$ cat src/rtl/cnt_snapshot_tx.sv
// Captures two 64-bit counters on request and streams them as an 18-byte frame:
// header, Cnt0 LSB-first, Cnt1 LSB-first, XOR checksum of the 16 counter bytes.
module cnt_snapshot_tx #(
  parameter logic [7:0] HDR = 8'hA5
) (
  input  logic        Clk,
  input  logic        Reset,
  input  logic [63:0] Cnt0,
  input  logic [63:0] Cnt1,
  input  logic        Req,
  input  logic        TxReady,
  output logic [7:0]  TxData,
  output logic        TxValid,
  output logic        TxLast,
  output logic        Busy,
  output logic        Overrun
);

  typedef enum logic [2:0] {StIdle, StHdr, StC0, StC1, StCsum} state_e;

  state_e      state_q;
  logic [2:0]  idx_q;
  logic [63:0] snap0_q;
  logic [63:0] snap1_q;
  logic [7:0]  data_q;
  logic        overrun_q;

  logic        xfer;
  logic [2:0]  idx_inc;
  logic [7:0]  c0_byte_nxt;
  logic [7:0]  c1_byte_nxt;
  logic [7:0]  csum;

  assign xfer        = TxValid & TxReady;
  assign idx_inc     = idx_q + 3'd1;
  assign c0_byte_nxt = snap0_q[{idx_inc, 3'b000} +: 8];
  assign c1_byte_nxt = snap1_q[{idx_inc, 3'b000} +: 8];

  always_comb begin
    csum = 8'h00;
    for (int i = 0; i < 8; i++) begin
      csum = csum ^ snap0_q[i*8 +: 8] ^ snap1_q[i*8 +: 8];
    end
  end

  // data_q always holds the byte for the current state, so it is preloaded on each transfer.
  always_ff @(posedge Clk or negedge Reset) begin
    if (!Reset) begin
      state_q   <= StIdle;
      idx_q     <= 3'd0;
      snap0_q   <= 64'd0;
      snap1_q   <= 64'd0;
      data_q    <= 8'h00;
      overrun_q <= 1'b0;
    end else begin
      overrun_q <= Req && (state_q != StIdle);
      unique case (state_q)
        StIdle: begin
          if (Req) begin
            snap0_q <= Cnt0;
            snap1_q <= Cnt1;
            data_q  <= HDR;
            idx_q   <= 3'd0;
            state_q <= StHdr;
          end
        end
        StHdr: begin
          if (xfer) begin
            data_q  <= snap0_q[7:0];
            state_q <= StC0;
          end
        end
        StC0: begin
          if (xfer) begin
            idx_q <= idx_inc;
            if (idx_q == 3'd7) begin
              data_q  <= snap1_q[7:0];
              state_q <= StC1;
            end else begin
              data_q <= c0_byte_nxt;
            end
          end
        end
        StC1: begin
          if (xfer) begin
            idx_q <= idx_inc;
            if (idx_q == 3'd7) begin
              data_q  <= csum;
              state_q <= StCsum;
            end else begin
              data_q <= c1_byte_nxt;
            end
          end
        end
        StCsum: begin
          if (xfer) begin
            data_q  <= 8'h00;
            state_q <= StIdle;
          end
        end
        default: begin
          data_q  <= 8'h00;
          state_q <= StIdle;
        end
      endcase
    end
  end

  assign TxData  = data_q;
  assign TxValid = (state_q != StIdle);
  assign Busy    = (state_q != StIdle);
  assign TxLast  = (state_q == StCsum);
  assign Overrun = overrun_q;

endmodule

$ cat config.mk
export PLATFORM = sky130hd
export DESIGN_NAME = cnt_snapshot_tx
export DESIGN_NICKNAME = d
export VERILOG_FILES = /design/src/rtl/cnt_snapshot_tx.sv
export SDC_FILE = /design/constraint.sdc
export NUM_CORES = 1
export LEC_CHECK = 0
export BUFFER_PORTS_ARGS = -buffer_cell sky130_fd_sc_hd__clkbuf_2
export CAP_MARGIN = 30
export CORE_ASPECT_RATIO = 1.75
export CORE_UTILIZATION = 50
export CTS_BUF_LIST = sky130_fd_sc_hd__clkbuf_2 sky130_fd_sc_hd__clkbuf_4 sky130_fd_sc_hd__clkbuf_8
export DETAILED_ROUTE_END_ITERATION = 8
export PLACE_DENSITY = 0.83
export SLEW_MARGIN = 40
export SYNTH_ARGS = -nofsm -noshare
export SYNTH_HDL_FRONTEND = slang
export SYNTH_SLANG_ARGS = --single-unit
$ cat constraint.sdc
create_clock -name Clk -period 2.45 [get_ports Clk]
set_input_delay 0.49 -clock Clk [delete_from_list [all_inputs] [get_ports Clk]]
set_output_delay 0.49 -clock Clk [all_outputs]
set_load 0.005 [all_outputs]
==> results of run 1 <==
==> layout by cell type, fill, tap and decap left out, types with 2 or more instances in the layout <==
master	n
bufinv_16	3
o21ai_0	30
nand2_4	2
mux2i_1	33
xor2_1	16
clkbuf_4	2
dfrtp_1	142
clkinvlp_4	3
a221o_1	8
clkinv_2	2
o22ai_1	11
nor2_1	13
mux2_2	128
a211oi_1	8
nand2b_1	2
inv_1	6
clkbuf_8	17
buf_4	6
and3_1	8
buf_12	5
mux4_1	9
mux4_2	7
ha_1	2
clkinv_4	5
clkbuf_2	142
nor3_1	11
xnor2_1	104
nand2_1	26
==> worst min path at each step <==
stage,start,end
after global routing,Cnt0[25],snap0_q[25]$_DFFE_PN0P_
after CTS,Cnt0[33],snap0_q[33]$_DFFE_PN0P_
after floorplan,Reset,Overrun$_DFF_PN0_
after detailed placement,Reset,snap0_q[29]$_DFFE_PN0P_
after global placement,Reset,snap0_q[37]$_DFFE_PN0P_
final,Cnt0[33],snap0_q[33]$_DFFE_PN0P_
==> state kept, by name (all words and copies together) (netlist names) <==
| name | flops |
|---|---|
| idx_q | 3 |
| snap1_q | 64 |
| state_q | 3 |
| snap0_q | 64 |
| TxData | 8 |
| Overrun | 1 |
==> routing by layer <==
metal | wire length, um | global-route usage
met1 | 6550 | 0.256
met3 | 761 | 0.0415
met5 | 0 | 0
met2 | 9640 | 0.399
met4 | 531 | 0.0960
==> kinds of logic after synthesis <==
family,after synthesis
XOR/XNOR,120
flip-flops,143
adder cells (fa/ha/maj),2
multiplexers,177
buffers and inverters,40
AND/OR/NAND/NOR,69
AO/OA/AOI/OAI,60
==> worst reg2reg max path, delay by kind of cell (launching register included) <==
family	cells	cell delay [ns]
AND/OR/NAND/NOR	2	0.24
AO/OA/AOI/OAI	2	0.31
adder cells (fa/ha/maj)	2	0.51
flip-flops	1	0.40
buffers and inverters	1	0.20
multiplexers	1	0.58
==> repair_timing <==
action / CTS / global route
hold buffers: 1 / 0
endpoints found under the setup margin: 0 / 4
resized for setup: 0 / 3
endpoints found under the hold margin: 10 / 0
==> layout make-up <==
type	count	area, um^2	area share
Clock inverter	13	166	0.0183
Sequential cell	143	3580	0.393
Multi-Input combinational cell	428	3970	0.436
Timing Repair Buffer	155	877	0.0964
Clock buffer	19	249	0.0274
Tap cell	186	233	0.0256
Inverter	6	22.5	0.00248
==> power by group through the flow <==
stage                     registers (mW)  logic, mW  clock network, mW
after floorplan                     4.33       7.51                  0
after detailed placement            4.78       8.78                  0
after global routing                4.89       9.56               2.06
after CTS                           4.74       8.85               1.97
after global placement              4.72       8.59                  0
final                               4.74       8.84               1.95
==> key figures, run 1 <==
Cells and area
  • Fin cells: 950
  • # fillers: 1255
  • Final core utilization: 0.591
  • Area Growth Syn to Fin: 15.7%
  • Post-route cell area: 9100 um^2
  • Nets: 885
  • Fraction of layout cells with a size suffix above 1: 0.431
  • Final antenna diode count: 0

GRT
  • Vias in the first global route: 5583
  • GR Overflow Total: 0
  • Largest net degree at the start of global routing: 88
  • Global-route wire length before repair: 28200 um
  • Total GRT Usage: 0.222
  • Initial antenna violation count: 0

Place
  • Post-DP HPWL: 12700 um
  • GPL Wtd Cong: 0.756
  • Placed cell count: 917
  • Placed cell area: 8660 um^2
  • IO buf count: 143
  • Post-place setup slack: 0.116 ns

Clock network
  • CTS tree: built
  • Num CTS Buffers: 17
  • Clock slew at reported path FFs: 0.09 ns
  • Clock sink count: 143
  • Clock Tree Buf Depth: 2
  • H-tree depth: 4
  • Clk_lat worst skew: 0.44 ns
  • Clk root buf: clkbuf_8
  • Postcts setup bufs: 0

Power and ir drop
  • Logic pwr share: 0.569
  • Design Power: 15.5 mW
  • VDD IR max: 0.776 mV
  • Net switching power: 6.03 mW
  • Reg power frac: 0.305
  • Pwr/cell area: 1710 nW/um^2
  • Int Power: 9.50 mW
  • Pleak: 4.01 nW
  • Clk pwr share: 0.125
  • Net Sw Frac: 0.388

Timing
  • RSZ-0062 raised after global routing: false
  • Final setup margin: 0.0948 ns
  • Slew HR: 0.443
  • Setup tns final: 0 ns
  • Hold Slack: 0.273 ns
  • Final min period: 2.36 ns
  • Clock Skews: 0.0114 ns
  • Actual slew at the worst max-slew pin: 0.831 ns
  • Setup-failing EPs final: 0
  • Final hold violation count: 0
  • Max-slew violations: 0
  • Achievable Freq: 425 MHz
  • Period utilization: 0.961

Synthesis
  • Synthesized flop and latch total: 143
  • Commonest cells in the netlist: dfrtp_1 (143), mux2_2 (128), xnor2_1 (104), mux2i_1 (33), o21ai_0 (30)
  • Seq/Total Area, Yosys: 0.455
  • Async set or reset register ratio after synthesis: 1.00
  • Mux share of post-synthesis cell area: 0.275
  • Post-synth top area share: 0.455
  • Compound-gate portion of the synthesized area: 0.0484
  • Number of enable flip-flop cells after synthesis: 0
  • Gate Count Post-Synth: 611
  • Unique masters post-synth: 35
  • Largest area contributor in the netlist: dfrtp_1
  • Post-synthesis adder-cell area fraction: 0.00318
  • Xor/xnor share of the synthesized area: 0.134
  • Post-Syn Nets: 745
  • Mapped cell area: 7860 um^2
  • Ys flop type: dfrtp_1
  • Synth top area cells: dfrtp_1 (46%), mux2_2 (18%), xnor2_1 (12%)
  • Largest family of logic cells by synthesized area: multiplexers
  • Yosys warnings: 0
  • Most numerous cell in the Yosys netlist: dfrtp_1
  • Share of synthesized cell area in and, or, nand and nor gates: 0.0417
  • Syn_area_per_cell: 12.9 um^2

Die
  • Die area: 16300 um^2
  • Die height: 168 um
  • Die Width: 96.8 um
  • Starting Density: 0.511
  • Cell Rows: 60
  • Core area: 15400 um^2
  • Top-level I/O count: 144

Worst setup path
  • Slowest-stage cell, CP: mux4_1
  • Startpoint types: flip-flop
  • CP Capture Type: flip-flop
  • Reg2Reg Setup Slack: 0.09 ns
  • Max FO, Critical Path: 19
  • Worst Setup EP: TxData[5]$_DFFE_PN0P_
  • Worst Path Required: 2.77 ns
  • Worst Setup Path Type: flip-flop to flip-flop
  • Crit path buf inv count: 1
  • Family with the most delay on the worst path: multiplexers
  • Worst r2r src: idx_q[0]$_DFFE_PN0P_
  • Max incr delay on CP: 0.58 ns
  • Worst R2R End: TxData[5]$_DFFE_PN0P_
  • Crit-path cells: ha_1 > ha_1 > buf_12 > mux4_1 > nand2_1 > and3_1 > a211oi_1 > a221o_1
  • Crit-path most repeated cell: ha_1
  • Worst path arrival time: 2.67 ns
  • Beginning of the critical path: idx_q[0]$_DFFE_PN0P_
  • WP depth: 8
  • Worst R2R Path Depth: 8

Routing
  • Drt total wl: 17500 um
  • DRT iter0 DRCs: 328
  • Routed len/inst: 18.4 um
  • Vias post-DR: 5337
  • Drt pass-1 iters: 5
  • Vias/cell: 5.62
  • DRC viols: 0
  • Remaining antenna violation count: 0

Min path
  • WHS Path Cells: 2
  • Worst Hold Class: input port to flip-flop

Run
  • Max Cap Viol: 0

Outcome
  • Outcome: complete, no violations
(Power assumes the default switching activity.)
==> run 2, diff against run 1 <==
Settings changed: REMOVE_ABC_BUFFERS from default to 1.
==> run 2 against run 1 <==
  * Fmax shrank 1.2%
  * Cell count grew 0.53%
  * Critical path type unchanged
  * Core utilization grew 0.49 points
  * Sequential share of layout area shrank 0.32 points
  * Flip-flop and latch count is the same
  * Largest cell class unchanged
==> key figures, run 2 (synthesized netlist as in run 1, its figures left out) <==
Cells and area
  • Final antenna diode count: 0 (unchanged)
  • Fraction of layout cells with a size suffix above 1: 0.436 (+0.00500)
  • Highest-count cells in the layout ignoring fill and taps: dfrtp_1 (142), clkbuf_2 (142), mux2_2 (128)
  • Fin cells: 955 (+0.53%)
  • Area Growth Syn to Fin: 16.7%
  • Nets: 890 (+0.56%)

Die
  • Starting Density: 0.511 (unchanged)
  • Die Width: 96.8 um (unchanged)
  • Cell Rows: 60 (unchanged)
  • Core area: 15400 um^2 (unchanged)
  • Die height: 168 um (unchanged)
  • Die area: 16300 um^2 (unchanged)
  • Top-level I/O count: 144 (unchanged)

Power and ir drop
  • Reg power frac: 0.299 (-0.006)
  • Pleak: 4.05 nW (+0.87%)
  • Net Sw Frac: 0.390 (+0.00124)
  • VDD IR max: 0.732 mV (-5.6%)
  • Net switching power: 6.13 mW (+1.6%)
  • Pwr/cell area: 1720 nW/um^2 (+0.47%)
  • Int Power: 9.60 mW (+1.1%)
  • Logic pwr share: 0.574 (+0.005)
  • Clk pwr share: 0.127 (+0.002)
  • Design Power: 15.7 mW (+1.3%)

Worst setup path
  • Worst Setup EP: TxData[3]$_DFFE_PN0P_
  • Worst R2R End: TxData[3]$_DFFE_PN0P_
  • Worst Setup Path Type: flip-flop to flip-flop
  • Worst R2R Path Depth: 8 (unchanged)
  • Beginning of the critical path: idx_q[0]$_DFFE_PN0P_
  • Max FO, Critical Path: 8 (-11)
  • Worst Path Required: 2.78 ns (about the same)
  • Worst r2r src: idx_q[0]$_DFFE_PN0P_
  • Startpoint types: flip-flop
  • Worst path arrival time: 2.71 ns (+0.04 ns)
  • Reg2Reg Setup Slack: 0.07 ns (-0.03 ns)
  • CP Capture Type: flip-flop

GRT
  • Vias in the first global route: 5624 (+0.73%)
  • Total GRT Usage: 0.225 (+0.00355)
  • Initial antenna violation count: 0 (unchanged)
  • GR Overflow Total: 0 (unchanged)
  • Global-route wire length before repair: 28600 um (+1.4%)
  • Largest net degree at the start of global routing: 51 (-42%)

Timing
  • Final hold violation count: 0 (unchanged)
  • Final min period: 2.38 ns (+0.0297 ns)
  • RSZ-0062 raised after global routing: false
  • Period utilization: 0.973 (+0.0121)
  • Final setup margin: 0.0651 ns (-0.0297 ns)
  • Clock Skews: 0.00660 ns (-0.00484 ns)
  • Max-slew violations: 0 (unchanged)
  • Slew HR: 0.468 (+0.0251)
  • Setup-failing EPs final: 0 (unchanged)
  • Setup tns final: 0 ns (unchanged)
  • Actual slew at the worst max-slew pin: 0.798 ns (-0.0326 ns)
  • Achievable Freq: 419 MHz (-1.2%)

Min path
  • Hold Path Origin: Cnt1[61]
  • Worst Hold Class: input port to flip-flop

Routing
  • Routed len/inst: 18.6 um (+1.0%)
  • Drt pass-1 iters: 5 (unchanged)
  • DRT iter0 DRCs: 262 (-20%)
  • DRC viols: 0 (unchanged)
  • Vias/cell: 5.56 (-0.99%)
  • Remaining antenna violation count: 0 (unchanged)
  • Drt total wl: 17800 um (+1.5%)
  • Vias post-DR: 5312 (-0.47%)

Clock network
  • CTS tree: built
  • Clock slew at reported path FFs: 0.08 ns (about the same)
  • Clock Tree Buf Depth: 2 (unchanged)
  • Clk_lat worst skew: 0.45 ns (about the same)
  • Clk root buf: clkbuf_8
  • Num CTS Buffers: 17 (unchanged)
  • Clock sink count: 143 (unchanged)
  • H-tree depth: 4 (unchanged)

Place
  • GPL Wtd Cong: 0.810 (+7.2%)
  • Placed cell count: 922 (+0.55%)
  • IO buf count: 143 (unchanged)
  • Post-DP HPWL: 12800 um (+0.65%)
  • Post-place setup slack: 0.0397 ns (-0.0761 ns)

Outcome
  • Outcome: complete, no violations

Run
  • Max Cap Viol: 0 (unchanged)
run 2: cell types whose count changed in the layout (fill, tap and decap cells not counted), sizes merged:
cell    previous run  this run
clkinv             7         5
inv                6         7
buf               12        17
clkbuf           161       162
run 2: power by group through the flow:
stage / Clock, mW / Sequential, mW / Combinational [mW]
6_report: 2.00 / 4.71 / 9.02
3_5_place_dp: 0 / 4.75 / 8.90
3_3_place_gp: 0 / 4.68 / 8.69
2_1_floorplan: 0 / 4.48 / 7.12
4_1_cts: 2.04 / 4.71 / 8.96
5_1_grt: 2.14 / 4.86 / 9.78
run 2: final cells by class:
cell class                 instances  area (um^2)
tap                              186          233
fill                            1268         6220
clock buffer                      20          263
clock inverter                    12          161
inverter                           6         22.5
sequential                       143         3580
timing repair buffer             160          922
multi-input combinational        428         3990
run 2: metrics by stage:
stage / cell area [um^2] / hold slack, ns / utilization
after CTS: 9130 / 0.247 / 0.593
after floorplan: 7550 / 0.194 / -
after global routing: 9170 / 0.245 / 0.596
after detailed placement: 8700 / 0.444 / 0.565
final: 9170 / 0.266 / 0.596
after global placement: 8700 / 0.446 / 0.565
run 2: worst max-delay path, cell delays in order (launching register included):
cell,delay [ns]
dfrtp_2,0.40
ha_1,0.23
ha_4,0.30
buf_6,0.16
mux4_1,0.59
nand2_1,0.09
and3_1,0.17
a211oi_1,0.06
a221o_1,0.27
run 2: worst min-delay path by stage:
stage	endpoint	depth (start not counted)	slack, ns
after floorplan	Overrun$_DFF_PN0_	0	0.19
after global placement	snap0_q[49]$_DFFE_PN0P_	1	0.45
after detailed placement	snap0_q[49]$_DFFE_PN0P_	1	0.44
after CTS	snap1_q[27]$_DFFE_PN0P_	2	0.25
after global routing	snap1_q[50]$_DFFE_PN0P_	2	0.25
final	snap1_q[61]$_DFFE_PN0P_	2	0.27
run 2: repair_timing:
item | in CTS | in global routing
endpoints found under the hold margin | 42 | 0
endpoints found under the setup margin | 0 | 8
resized for setup | 0 | 6
buffers inserted | 0 | 0
hold buffers | 1 | 0
run 2: routing by layer:
layer,vias to the layer above,track usage,wire (um),part of all wire
met1,2650,0.255,6790,0.38
met5,-,0,0,0
met3,39,0.0423,765,0.043
met4,0,0.106,558,0.031
met2,158,0.407,9640,0.54
li1,2465,-,-,-
